[config.mk]
export PLATFORM = sky130hd
export DESIGN_NAME = note_player_flat
export DESIGN_NICKNAME = d
export VERILOG_FILES = /design/src/rtl/note_player_if.sv /design/src/rtl/note_player.sv /design/src/flat_wrapper.sv
export SDC_FILE = /design/constraint.sdc
export NUM_CORES = 1
export LEC_CHECK = 0
export BUFFER_PORTS_ARGS = -buffer_cell sky130_fd_sc_hd__clkbuf_2
export CAP_MARGIN = 20
export CORE_ASPECT_RATIO = 1.2
export CORE_MARGIN = 3
export CORE_UTILIZATION = 40
export DETAILED_ROUTE_END_ITERATION = 16
export SLEW_MARGIN = 10
export SYNTH_ARGS = -nofsm -noshare
export SYNTH_HDL_FRONTEND = slang
export SYNTH_SLANG_ARGS = --single-unit
[constraint.sdc]
create_clock -name clk -period 2.8 [get_ports clk]
set_input_delay 0.42 -clock clk [delete_from_list [all_inputs] [get_ports clk]]
set_output_delay 0.42 -clock clk [all_outputs]
set_load 0.05 [all_outputs]
[src/rtl/note_player_if.sv]
// Note-code write channel: 8-bit code offered with a valid/ready handshake.
interface note_player_if;
  logic [7:0] din;
  logic       din_valid;
  logic       din_ready;

  modport master (output din, output din_valid, input din_ready);
  modport slave  (input din, input din_valid, output din_ready);
endinterface

[src/rtl/note_player.sv]
// Queued square-wave note player: FIFO of note codes, each played for a fixed
// duration followed by a silent gap; preempt mode replaces the queue live.
module note_player #(
  parameter int unsigned CLK_HZ   = 50_000_000,
  parameter int unsigned DEPTH    = 8,
  parameter int unsigned NOTE_CYC = 12_500_000,
  parameter int unsigned GAP_CYC  = 1_250_000,
  parameter int unsigned HALF_W   = 18
) (
  input  logic                    clk,
  input  logic                    rst,
  note_player_if.slave            bus,
  input  logic                    mode,
  output logic                    piano_out,
  output logic                    busy,
  output logic [7:0]              cur_note,
  output logic [$clog2(DEPTH):0]  level,
  output logic                    ovf
);

  localparam int unsigned AW   = $clog2(DEPTH);
  localparam int unsigned LW   = AW + 1;
  localparam int unsigned DMAX = (NOTE_CYC > GAP_CYC) ? NOTE_CYC : GAP_CYC;
  localparam int unsigned DW   = $clog2(DMAX + 1);

  // Mid-octave half periods in clock cycles.
  localparam int unsigned H_C = CLK_HZ / (2 * 262);
  localparam int unsigned H_D = CLK_HZ / (2 * 294);
  localparam int unsigned H_E = CLK_HZ / (2 * 330);
  localparam int unsigned H_F = CLK_HZ / (2 * 349);
  localparam int unsigned H_G = CLK_HZ / (2 * 392);
  localparam int unsigned H_A = CLK_HZ / (2 * 440);
  localparam int unsigned H_B = CLK_HZ / (2 * 494);

  typedef enum logic [1:0] {IDLE, LOAD, TONE, GAP} state_t;

  state_t            state_q, state_n;
  logic [7:0]        mem [DEPTH];
  logic [AW-1:0]     rd_ptr_q, rd_n, wr_ptr_q, wr_n;
  logic [LW-1:0]     level_n;
  logic [7:0]        pend_q, pend_n;
  logic [HALF_W-1:0] half_q, half_n;
  logic [HALF_W-1:0] ph_q, ph_n;
  logic [DW-1:0]     dur_q, dur_n;
  logic              piano_n, busy_n, ovf_n;
  logic [7:0]        cur_n;
  logic              full, din_ready_c, push, pop, preempt;

  // Half period for a code: note selects the pitch, octave scales it.
  function automatic logic [HALF_W-1:0] half_lookup(input logic [5:0] code);
    logic [HALF_W-1:0] h;
    case (code[3:0])
      4'd1:    h = HALF_W'(H_C);
      4'd2:    h = HALF_W'(H_D);
      4'd3:    h = HALF_W'(H_E);
      4'd4:    h = HALF_W'(H_F);
      4'd5:    h = HALF_W'(H_G);
      4'd6:    h = HALF_W'(H_A);
      4'd7:    h = HALF_W'(H_B);
      default: h = '0;
    endcase
    case (code[5:4])
      2'd0:    h = h << 1;
      2'd2:    h = h >> 1;
      default: h = h;
    endcase
    return h;
  endfunction

  function automatic logic is_rest(input logic [3:0] n);
    return (n == 4'd0) || n[3];
  endfunction

  assign full          = (level == LW'(DEPTH));
  assign din_ready_c   = mode | ~full;
  assign bus.din_ready = din_ready_c;

  // Next-state, FIFO control and registered-output values.
  always_comb begin
    state_n = state_q;
    rd_n    = rd_ptr_q;
    wr_n    = wr_ptr_q;
    pend_n  = pend_q;
    half_n  = half_q;
    ph_n    = ph_q;
    dur_n   = dur_q;
    piano_n = piano_out;
    cur_n   = cur_note;
    ovf_n   = ovf | (bus.din_valid & ~din_ready_c);
    preempt = mode & bus.din_valid;
    push    = bus.din_valid & ~mode & ~full;
    pop     = 1'b0;
    level_n = level;
    busy_n  = busy;

    case (state_q)
      IDLE: begin
        piano_n = 1'b0;
        cur_n   = '0;
        if (level != '0) begin
          pop     = 1'b1;
          pend_n  = mem[rd_ptr_q];
          rd_n    = rd_ptr_q + AW'(1);
          state_n = LOAD;
        end
      end
      LOAD: begin
        cur_n   = pend_q;
        half_n  = half_lookup(pend_q[5:0]);
        ph_n    = '0;
        dur_n   = '0;
        piano_n = ~is_rest(pend_q[3:0]);
        state_n = TONE;
      end
      TONE: begin
        if (dur_q == DW'(NOTE_CYC - 1)) begin
          dur_n   = '0;
          ph_n    = '0;
          piano_n = 1'b0;
          if (GAP_CYC == 0) begin
            state_n = IDLE;
            cur_n   = '0;
          end else begin
            state_n = GAP;
          end
        end else begin
          dur_n = dur_q + DW'(1);
          if (ph_q == half_q - HALF_W'(1)) begin
            ph_n    = '0;
            piano_n = ~piano_out & ~is_rest(cur_note[3:0]);
          end else begin
            ph_n = ph_q + HALF_W'(1);
          end
        end
      end
      GAP: begin
        piano_n = 1'b0;
        if (dur_q == DW'(GAP_CYC - 1)) begin
          dur_n   = '0;
          cur_n   = '0;
          state_n = IDLE;
        end else begin
          dur_n = dur_q + DW'(1);
        end
      end
      default: state_n = IDLE;
    endcase

    if (push) wr_n = wr_ptr_q + AW'(1);
    level_n = level + LW'(push) - LW'(pop);

    // A preempting write flushes the queue, cancels any pop and idles the player.
    if (preempt) begin
      rd_n    = '0;
      wr_n    = AW'(1);
      level_n = LW'(1);
      state_n = IDLE;
      piano_n = 1'b0;
      cur_n   = '0;
      dur_n   = '0;
      ph_n    = '0;
    end

    busy_n = (state_n != IDLE) || (level_n != '0);
  end

  // State, counters and registered outputs.
  always_ff @(posedge clk) begin
    if (rst) begin
      state_q   <= IDLE;
      rd_ptr_q  <= '0;
      wr_ptr_q  <= '0;
      level     <= '0;
      pend_q    <= '0;
      half_q    <= '0;
      ph_q      <= '0;
      dur_q     <= '0;
      piano_out <= 1'b0;
      cur_note  <= '0;
      busy      <= 1'b0;
      ovf       <= 1'b0;
    end else begin
      state_q   <= state_n;
      rd_ptr_q  <= rd_n;
      wr_ptr_q  <= wr_n;
      level     <= level_n;
      pend_q    <= pend_n;
      half_q    <= half_n;
      ph_q      <= ph_n;
      dur_q     <= dur_n;
      piano_out <= piano_n;
      cur_note  <= cur_n;
      busy      <= busy_n;
      ovf       <= ovf_n;
    end
  end

  // FIFO storage; a preempting write lands in slot 0.
  always_ff @(posedge clk) begin
    if (preempt) begin
      mem[0] <= bus.din;
    end else if (push) begin
      mem[wr_ptr_q] <= bus.din;
    end
  end

endmodule

[src/flat_wrapper.sv]
// flat-port wrapper written by rule: the top's interface ports become plain ports
module note_player_flat 
#(
  parameter int unsigned CLK_HZ   = 50_000_000,
  parameter int unsigned DEPTH    = 8,
  parameter int unsigned NOTE_CYC = 12_500_000,
  parameter int unsigned GAP_CYC  = 1_250_000,
  parameter int unsigned HALF_W   = 18
)
  (clk, rst, mode, piano_out, busy, cur_note, level, ovf, bus_din, bus_din_valid, bus_din_ready);
  note_player_if bus_i ();
  input  logic clk;
  input  logic rst;
  input  logic mode;
  output logic piano_out;
  output logic busy;
  output logic [7:0] cur_note;
  output logic [$clog2(DEPTH):0] level;
  output logic ovf;
  input wire logic [$bits(bus_i.din)-1:0] bus_din;
  input wire logic [$bits(bus_i.din_valid)-1:0] bus_din_valid;
  output wire logic [$bits(bus_i.din_ready)-1:0] bus_din_ready;
  assign bus_i.din = bus_din;
  assign bus_i.din_valid = bus_din_valid;
  assign bus_din_ready = bus_i.din_ready;
  note_player #(.CLK_HZ(CLK_HZ), .DEPTH(DEPTH), .NOTE_CYC(NOTE_CYC), .GAP_CYC(GAP_CYC), .HALF_W(HALF_W)) u_core (.clk(clk), .rst(rst), .bus(bus_i), .mode(mode), .piano_out(piano_out), .busy(busy), .cur_note(cur_note), .level(level), .ovf(ovf));
endmodule
## After elaboration in Yosys (flattened, before gate mapping)

Memories as Yosys holds them, arrays and structs flattened. A register that Yosys moved wholly into a read port is not among the register bits.
Index checks and enable logic that the tools add are counted.

| word-level totals | value |
|---|---|
| bits in registers | 83 |
| RAM bits | 64 |
| bits of input ports | 12 |
| output and inout bits | 16 |
| memories | 1 |

Memory list:

| name | words | bits a word | rd ports | clocked after Yosys merged registers in | write ports | line | source |
|---|---|---|---|---|---|---|---|
| u_core.mem | 8 | 8 | 1 | 1 | 1 | note_player.sv:38 | `logic [7:0] mem [DEPTH];` |

| operators by class | value |
|---|---|
| add/sub/neg operators | 7 |
| eq/ne operators | 17 |
| mux-type cells | 31 |
| bitwise operators | 13 |
| reductions and logical operators | 19 |

Operator list:

| cell | number |
|---|---|
| one-hot mux 17 bit (7 select lines) | 1 |
| one-hot mux 18 bit (2 select lines) | 2 |
| one-hot mux 24 bit (3 select lines) | 1 |
| 2-to-1 mux 24 bit | 2 |
| 2-to-1 mux 18 bit | 2 |
| adder 24 x 1 -> 24 bit, second input constant | 1 |
| equality test 24 x 21 -> 1 bit, second input constant | 1 |
| equality test 24 bit, second input constant | 1 |
| one-hot mux 8 bit (3 select lines) | 1 |
| adder 18 x 1 -> 18 bit, second input constant | 1 |
| equality test 18 bit | 1 |
| subtractor 18 x 1 -> 18 bit, second input constant | 1 |
| equality test 4 x 3 -> 1 bit, second input constant | 4 |
| 2-to-1 mux 8 bit | 2 |
| 2-to-1 mux 1 bit | 12 |
| equality test 4 x 2 -> 1 bit, second input constant | 2 |
| logical NOT 4 bit | 2 |
| 2-to-1 mux 2 bit | 4 |
| one-hot mux 2 bit (4 select lines) | 1 |
| nonzero test 4 bit | 2 |
| OR reduction 8 bit | 1 |
| adder 3 x 1 -> 3 bit, second input constant | 2 |
| equality test 2 bit, second input constant | 3 |
| inverter 1 bit | 6 |
| other kinds (18) | 31 |

## Logic depth before layout (Yosys ltp)

Gate-level depths: netlist (run 1).

| logic depth | value |
|---|---|
| word-level depth | 8 |
| gate-level depth with buffers | 13 |
| mapped depth without buffers | 12 |

## Least setup slack after synthesis (run 1)

OpenSTA, ideal clock, no wires.

| path | value |
|---|---|
| path kind | reg2reg |
| start | reg u_core.level[2] |
| end | reg u_core.busy |
| library setup time | 134 ps |
| data arrival time | 2747 ps |
| required time | 2666 ps |
| path slack | -81 ps |
| stages on the path, launching flop included | 14 |
| buffers on the path | 1 |
| period minus slack after synthesis | 2881 ps |
| path through | dfxtp_1 > inv_1 > ha_1 > a21boi_0 > clkbuf_1 > ha_1 > inv_1 > ha_1 > a21o_1 > a21oi_1 > xnor2_1 > nand4b_1 > nor2_1 > o22ai_1 |

| on the way | value |
|---|---|
| word-level cells in the longest chain between the ends | 8 |

Ends and longest elaborated chain:

| element | line | source |
|---|---|---|
| start: declaration | note_player.sv:17 | `output logic [$clog2(DEPTH):0] level,` |
| start signal: assignment | note_player.sv:186 | `level <= level_n;` |
| equality test 4 bit | note_player.sv:74 | `assign full = (level == LW'(DEPTH));` |
| inverter 1 bit | note_player.sv:91 | `push = bus.din_valid & ~mode & ~full;` |
| AND 1 bit | note_player.sv:91 |  |
| adder 4 x 1 -> 4 bit | note_player.sv:150 | `level_n = level + LW'(push) - LW'(pop);` |
| subtractor 4 x 1 -> 4 bit | note_player.sv:150 |  |
| 2-to-1 mux 4 bit | note_player.sv:153 | `if (preempt) begin` |
| nonzero test 4 bit | note_player.sv:164 | `busy_n = (state_n != IDLE) \|\| (level_n != '0);` |
| logical OR 1 bit (*) | note_player.sv:164 |  |
| end signal: assignment | note_player.sv:193 | `busy <= busy_n;` |
| end: declaration | note_player.sv:15 | `output logic busy,` |

Mark *: on every way between the ends. The rest lies on a longest branch, timed or not.
A chain may end at the register's enable or synchronous reset.

## Final worst setup path (run 1)

| path | value |
|---|---|
| start | reg u_core.half_q[0] |
| end | reg u_core.ph_q[2] |

| on the way | value |
|---|---|
| word-level cells in the longest chain between the ends | 5 |

Ends and longest elaborated chain:

| element | line | source |
|---|---|---|
| start: declaration | note_player.sv:42 | `logic [HALF_W-1:0] half_q, half_n;` |
| start signal: assignment | note_player.sv:188 | `half_q <= half_n;` |
| subtractor 18 x 1 -> 18 bit | note_player.sv:128 | `if (ph_q == half_q - HALF_W'(1)) begin` |
| equality test 18 bit | note_player.sv:128 |  |
| 2-to-1 mux 18 bit | note_player.sv:128 |  |
| 2-to-1 mux 18 bit | note_player.sv:116 | `if (dur_q == DW'(NOTE_CYC - 1)) begin` |
| one-hot mux 18 bit (2 select lines) | note_player.sv:96 | `case (state_q)` |
| end signal: assignment | note_player.sv:189 | `ph_q <= ph_n;` |
| end: declaration | note_player.sv:43 | `logic [HALF_W-1:0] ph_q, ph_n;` |

Every way passes these cells.

==> flow_summary_export.csv, run 1 <==
group,metric,value,unit
cts,cts_root_buf,"clkbuf_16",
sta,rsz0062_at_grt,"no",
sta,finalHoldViolations,0,
power,p_per_area,911,nW/um^2
power,ir_drop,0.512,mV
power,p_sw,2.91,mW
finish,final_cell_count_no_fill,1036,
critical_path,crit_fanout,16,
critical_path,required,3.10,ns
status,outcome,"completed",
run,drv_cap,0,
cts,cts_sinks,155,
yosys,synthXorXnorAreaFrac,7.05,%
placed_design,io_buffers,27,
yosys,seq_area_frac_synth,49.4,%
cts,clk_pin_slew,0.06,ns
yosys,ys_types,68,
finish,drive_gt1_share,15.1,%
global_routing,track_usage,16.3,%
global_routing,antenna_found_initial,0,
sta,fin_ws,0.235,ns
sta,fmax,0.390,GHz
die,start_util,41.2,%
finish,final_core_util,46.9,%
yosys,syn-cell-area,7580,sq um
sta,min_period,2.56,ns
power,power,7.85,mW
yosys,yosys_warnings,0,
cts,hold_buffers,0,
drt,route.detailed.drc,0,
yosys,synthSimpleGateAreaFrac,19.6,%
critical_path,start_kind,"register",
sta,max_slew_margin,42.0,%
placed_design,place_congestion,0.846,
cts,cts_setup_buffers,0,
cts,cts_made_buffers,17,
yosys,synth_edf_count,64,
drt,wl_met1,7470,um
power,p_comb_share,34.8,%
finish,diodes,0,
drt,firstDrtPassIters,5,
drt,num_vias,5627,
global_routing,grt_pass1_vias,5407,
drt,avgViaCountPerCell,5.43,
yosys,ys_seq_elements,155,
sta,finalCritPeriodShare,91.6,%
drt,antenna_left,0,
yosys,synth_top_area_cell,"edfxtp_1",
cts,cts-resized-gates,0,
yosys,avgSynthCellArea,10.1,sq um
power,p_leak,2.95,nW
sta,finalMaxSlewViolations,0,
drt,met3_wirelength,617,um
cts,htree_num_levels,4,
yosys,synthTopCellsByArea,"edfxtp_1 (25%), dfxtp_1 (24%), mux4_2 (4.8%)",
yosys,synthAdderAreaFrac,2.91,%
power,seqPwrFrac,36.4,%
hold_path,hold_class,"in -> reg",
finish,nets,800,
placed_design,place.detailed.hpwl,11700,um
sta,setup_viol,0,
critical_path,critPathKind,"reg -> reg",
die,fp.dieArea,20600,sq um
global_routing,grt_pass1_wl,27100,um
sta,tightestPinTransition,0.869,ns
power,switching_share,37.1,%
global_routing,grt.overflow.total,0,
yosys,async_flop_share,0,%
yosys,synthMuxAreaShare,6.47,%
cts,cts_buffer_depth,2,
die,die_h,157,um
yosys,synthCells,748,
drt,drt_iter0_markers,380,
drt,route.met2.wl,8110,um
yosys,synth_flop_cell,"dfxtp_1",
cts,cts_tree,"done",
yosys,yosys.area.top_type_share,25.4,%
yosys,synth_fp_nets,777,
power,p_clk_share,28.8,%
die,die_width,132,um
sta,finClkSkew,0.00868,ns
drt,wl_per_cell,15.9,um
critical_path,arrival,2.86,ns
power,internal_power,4.93,mW
drt,wl,16500,um
sta,setup_tns,0,ns
drt,highest-signal-layer,"met4",
die,io_pins,28,
placed_design,dp_cells,1004,
placed_design,dpl_worst_slack,0.217,ns
yosys,synth_compound_area_share,11.3,%
die,coreArea,18400,sq um
critical_path,endpoint_kind,"register",
yosys,synth_top_family_by_area,"simple AND/OR/NAND/NOR gates",
global_routing,grt_max_degree,31,
finish,areaGrowthSynthToFinish,13.7,%
cts,clk_latency,0.42,ns
finish,mostFrequentLayoutCells,"nor2_1 (89), dfxtp_1 (89), edfxtp_1 (64)",
die,rows,54,
[routing by layer]
metal  vias up  GRT usage (%)
met5         -              0
met4         0           6.40
met3        29           3.09
met2       125           27.9
met1      2702           20.5
li1       2771              -
[worst max-delay path, stage by stage (launching register included)]
cell      delay [ns]
dfxtp_1         0.37
inv_1           0.08
ha_1            0.25
nor3b_2         0.31
buf_4           0.19
nand4_1         0.11
xnor2_1         0.16
a221oi_1        0.38
nand4b_4        0.17
a21oi_4         0.20
buf_12          0.17
nor4_1          0.07
[worst paths after layout]
kind,slack [ns],cells after the start,end,startpoint
worst max-delay path,0.24,11,u_core.ph_q[2],u_core.half_q[0]
worst min-delay path,0.21,2,u_core.state_q[1],rst
worst max register to register,0.24,11,u_core.ph_q[2],u_core.half_q[0]
worst min register to register,0.48,2,u_core.cur_note[4],u_core.cur_note[4]
[kinds of logic (layout without fill, tap and decap cells)]
family,after synthesis,count (layout)
compound gates,136,136
xor+xnor,61,61
fa+ha+maj,17,17
buf+inv,63,99
flops,155,155
mux,29,29
simple gates,287,287
[synthesized netlist by cell type (all sizes together) (3+ instances only)]
cell    count
dfxtp      91
nor2       91
edfxtp     64
nand2      54
a21oi      48
clkbuf     33
o21ai      31
xor2       31
nor3       30
xnor2      30
nand3      23
nand4      20
inv        18
ha         16
mux4       16
a211oi     13
mux2i      13
nor4       12
buf        11
nand2b     11
nor2b      11
a22oi       9
and3        7
and2        4
o211ai      4
o22ai       4
a21o        3
a31oi       3
and4        3
nor4b       3
o311ai      3
or2         3
or3         3
[metrics by stage]
step | area (sq um) | hold slack [ns]
floorplan | 7580 | 0.458
detailed placement | 8040 | 0.464
global route | 8610 | 0.204
global placement | 8040 | 0.469
finish | 8610 | 0.210
CTS | 8610 | 0.186
[power groups by stage]
stage,combinational (mW),clock (mW),sequential (mW)
floorplan,2.12,0,2.84
global placement,2.68,0,2.89
detailed placement,2.72,0,2.90
CTS,2.74,2.31,2.85
global route,3.05,2.40,2.89
finish,2.73,2.26,2.85
[flip-flops by register name, summed over array words and instances (netlist names)]
signal,flops
u_core.level,4
u_core.half_q,18
u_core.pend_q,8
u_core.dur_q,24
u_core.mem,64
u_core.rd_ptr_q,3
u_core.wr_ptr_q,3
u_core.busy,1
u_core.ph_q,18
u_core.ovf,1
u_core.cur_note,8
u_core.piano_out,1
u_core.state_q,2
[final cells by class]
| class | count | area [sq um] |
|---|---|---|
| Clock buffer | 17 | 425 |
| Sequential cell | 155 | 3750 |
| Timing Repair Buffer | 48 | 318 |
| Multi-Input combinational cell | 530 | 3590 |
| Inverter | 19 | 71.3 |
| Clock inverter | 15 | 151 |
| Tap cell | 252 | 315 |
| Fill cell | 1718 | 9760 |
Note: power is estimated with default switching activity, not from simulation.
==> run 2: changes to the inputs <==
ABC_CLOCK_PERIOD_IN_PS = 2300   (was not set)
clock period = 2.3 ns   (was 2.8 ns; I/O delays follow)
==> flow_summary_export.csv, run 2 (synthesized netlist as in run 1, its figures left out) <==
group,metric,value,unit
drt,wl_per_cell,16.3,um
critical_path,r2r_start,"u_core.half_q[0]",
finish,largest_reg_flops,64,
hold_path,holdCritStartpoint,"rst",
critical_path,worst_path_max_delay_cell,"or4_4",
die,start_util,41.2,%
run,drv_cap,0,
finish,top_regs,"u_core.mem x64, u_core.dur_q x24",
die,io_pins,28,
sta,finalHoldViolations,0,
power,seqPwrFrac,33.3,%
critical_path,crit_top_cell,"or4_4",
sta,finalMaxSlewViolations,0,
power,switching_share,36.8,%
cts,clk_latency,0.42,ns
die,die_width,132,um
critical_path,crit_family,"simple AND/OR/NAND/NOR gates",
cts,clk_pin_slew,0.06,ns
sta,rsz0062_at_grt,"yes",
cts,cts_root_buf,"clkbuf_16",
global_routing,antenna_found_initial,0,
global_routing,track_usage,17.1,%
die,coreArea,18400,sq um
cts,htree_num_levels,4,
critical_path,max_stage_delay,0.55,ns
global_routing,grt_max_degree,30,
placed_design,dp_cells,1048,
power,p_clk_share,26.1,%
global_routing,grt.overflow.total,0,
finish,final_cell_count_no_fill,1083,
critical_path,crit_fanout,16,
sta,finalCritPeriodShare,104,%
drt,wl,17600,um
drt,antenna_left,0,
power,internal_power,6.42,mW
die,rows,54,
sta,tightestPinTransition,0.951,ns
finish,diodes,0,
placed_design,io_buffers,27,
die,fp.dieArea,20600,sq um
drt,num_vias,5855,
drt,drt_iter0_markers,341,
hold_path,hold_end,"u_core.state_q[1]",
cts,cts_buffer_depth,2,
global_routing,grt_pass1_vias,5661,
cts,cts_made_buffers,17,
status,outcome,"finished, violations left",
global_routing,grt_pass1_wl,28600,um
finish,areaGrowthSynthToFinish,20.3,%
hold_path,whs_path_depth,2,
die,die_h,157,um
power,p_per_area,1110,nW/um^2
status,violations,"negative setup slack",
sta,finClkSkew,0.00828,ns
critical_path,crit_chain,"or4_4 -> or4_4 -> a21oi_2 -> o22ai_2 -> nand4b_4 -> a21oi_4 -> buf_12 -> nor3_1",
sta,max_slew_margin,36.0,%
critical_path,reg2reg_setup_slack,-0.10,ns
critical_path,reg2reg_to,"u_core.ph_q[9]",
critical_path,required,2.61,ns
cts,cts_tree,"done",
finish,nFillCells,1648,
critical_path,critPathKind,"reg -> reg",
critical_path,endpoint_kind,"register",
hold_path,hold_class,"in -> reg",
sta,fmax,0.416,GHz
drt,route.detailed.drc,0,
placed_design,dpl_worst_slack,-0.183,ns
finish,layout_commonest_cell,"nor2_1",
sta,min_period,2.40,ns
drt,firstDrtPassIters,5,
power,p_comb_share,40.6,%
finish,mostFrequentLayoutCells,"nor2_1 (88), dfxtp_1 (84), buf_4 (64), edfxtp_1 (64), nand2_1 (53)",
power,ir_drop,0.633,mV
power,p_leak,3.21,nW
finish,top_register,"u_core.mem",
power,power,10.2,mW
finish,drive_gt1_share,23.5,%
power,p_sw,3.74,mW
sta,fin_ws,-0.102,ns
cts,cts_sinks,155,
critical_path,reg2reg_depth,8,
placed_design,place.detailed.hpwl,12400,um
finish,final_core_util,49.6,%
drt,avgViaCountPerCell,5.41,
critical_path,arrival,2.71,ns
critical_path,path_buf_inv,1,
placed_design,place_congestion,0.855,
critical_path,start_kind,"register",
sta,setup_viol,17,
finish,nets,848,
[run 2: changes by cell type in the layout (fill, tap and decap cells not counted), sizes merged]
| cell | delta |
|---|---|
| buf | +48 |
| clkinvlp | +5 |
| inv | -7 |
| clkbuf | +1 |
[run 2: how the worst max path moves through the flow]
stage	cells after the start	slack, ns	start	to
floorplan	9	-0.08	u_core.half_q[2]	u_core.ph_q[10]
global placement	10	-0.06	u_core.half_q[0]	u_core.ph_q[2]
detailed placement	11	-0.18	u_core.half_q[0]	u_core.ph_q[2]
CTS	8	-0.09	u_core.half_q[0]	u_core.ph_q[9]
global route	8	-0.16	u_core.half_q[0]	u_core.ph_q[9]
finish	8	-0.10	u_core.half_q[0]	u_core.ph_q[9]
[run 2: what timing repair did]
| action | 4_1_cts | 5_1_grt |
|---|---|---|
| resized for setup | 9 | 30 |
| hold buffers | 0 | 0 |
| setup endpoints to repair | 18 | 43 |
| pin swaps | 1 | 8 |
| hold endpoints to repair | 0 | 0 |
| buffers inserted | 0 | 2 |
| cloned | 0 | 2 |
[run 2: layout make-up]
class | count | area, sq um | share of cell area, %
flip-flops and latches | 155 | 3760 | 41.2
multi-input cells | 530 | 3740 | 41.0
repair buffers | 96 | 681 | 7.47
clock buffers | 18 | 429 | 4.71
well taps | 252 | 315 | 3.46
clock inverters | 13 | 121 | 1.33
inverters | 19 | 73.8 | 0.810
[run 2: per-layer routing]
layer | global-route usage [%] | up-vias | share of wire [%]
li1 | - | 2866 | -
met1 | 21.5 | 2820 | 45
met2 | 29.8 | 143 | 50
met3 | 3.44 | 26 | 4.0
met4 | 5.90 | 0 | 1.5
met5 | 0 | - | 0
[run 2: through the flow]
step	instance area [sq um]	hold slack [ns]	TNS, ns
after floorplan	7620	0.444	-0.771
after global placement	8380	0.459	-0.689
after detailed placement	8380	0.463	-2.36
after CTS	8970	0.121	-1.16
after global routing	9120	0.135	-3.06
final	9120	0.146	-1.37
[run 2: power groups by stage]
stage	clock, mW	sequential (mW)	combinational (mW)
floorplan	0	3.47	2.64
global placement	0	3.42	3.74
detailed placement	0	3.43	3.82
CTS	2.70	3.37	3.92
global route	2.80	3.43	4.52
finish	2.65	3.39	4.12
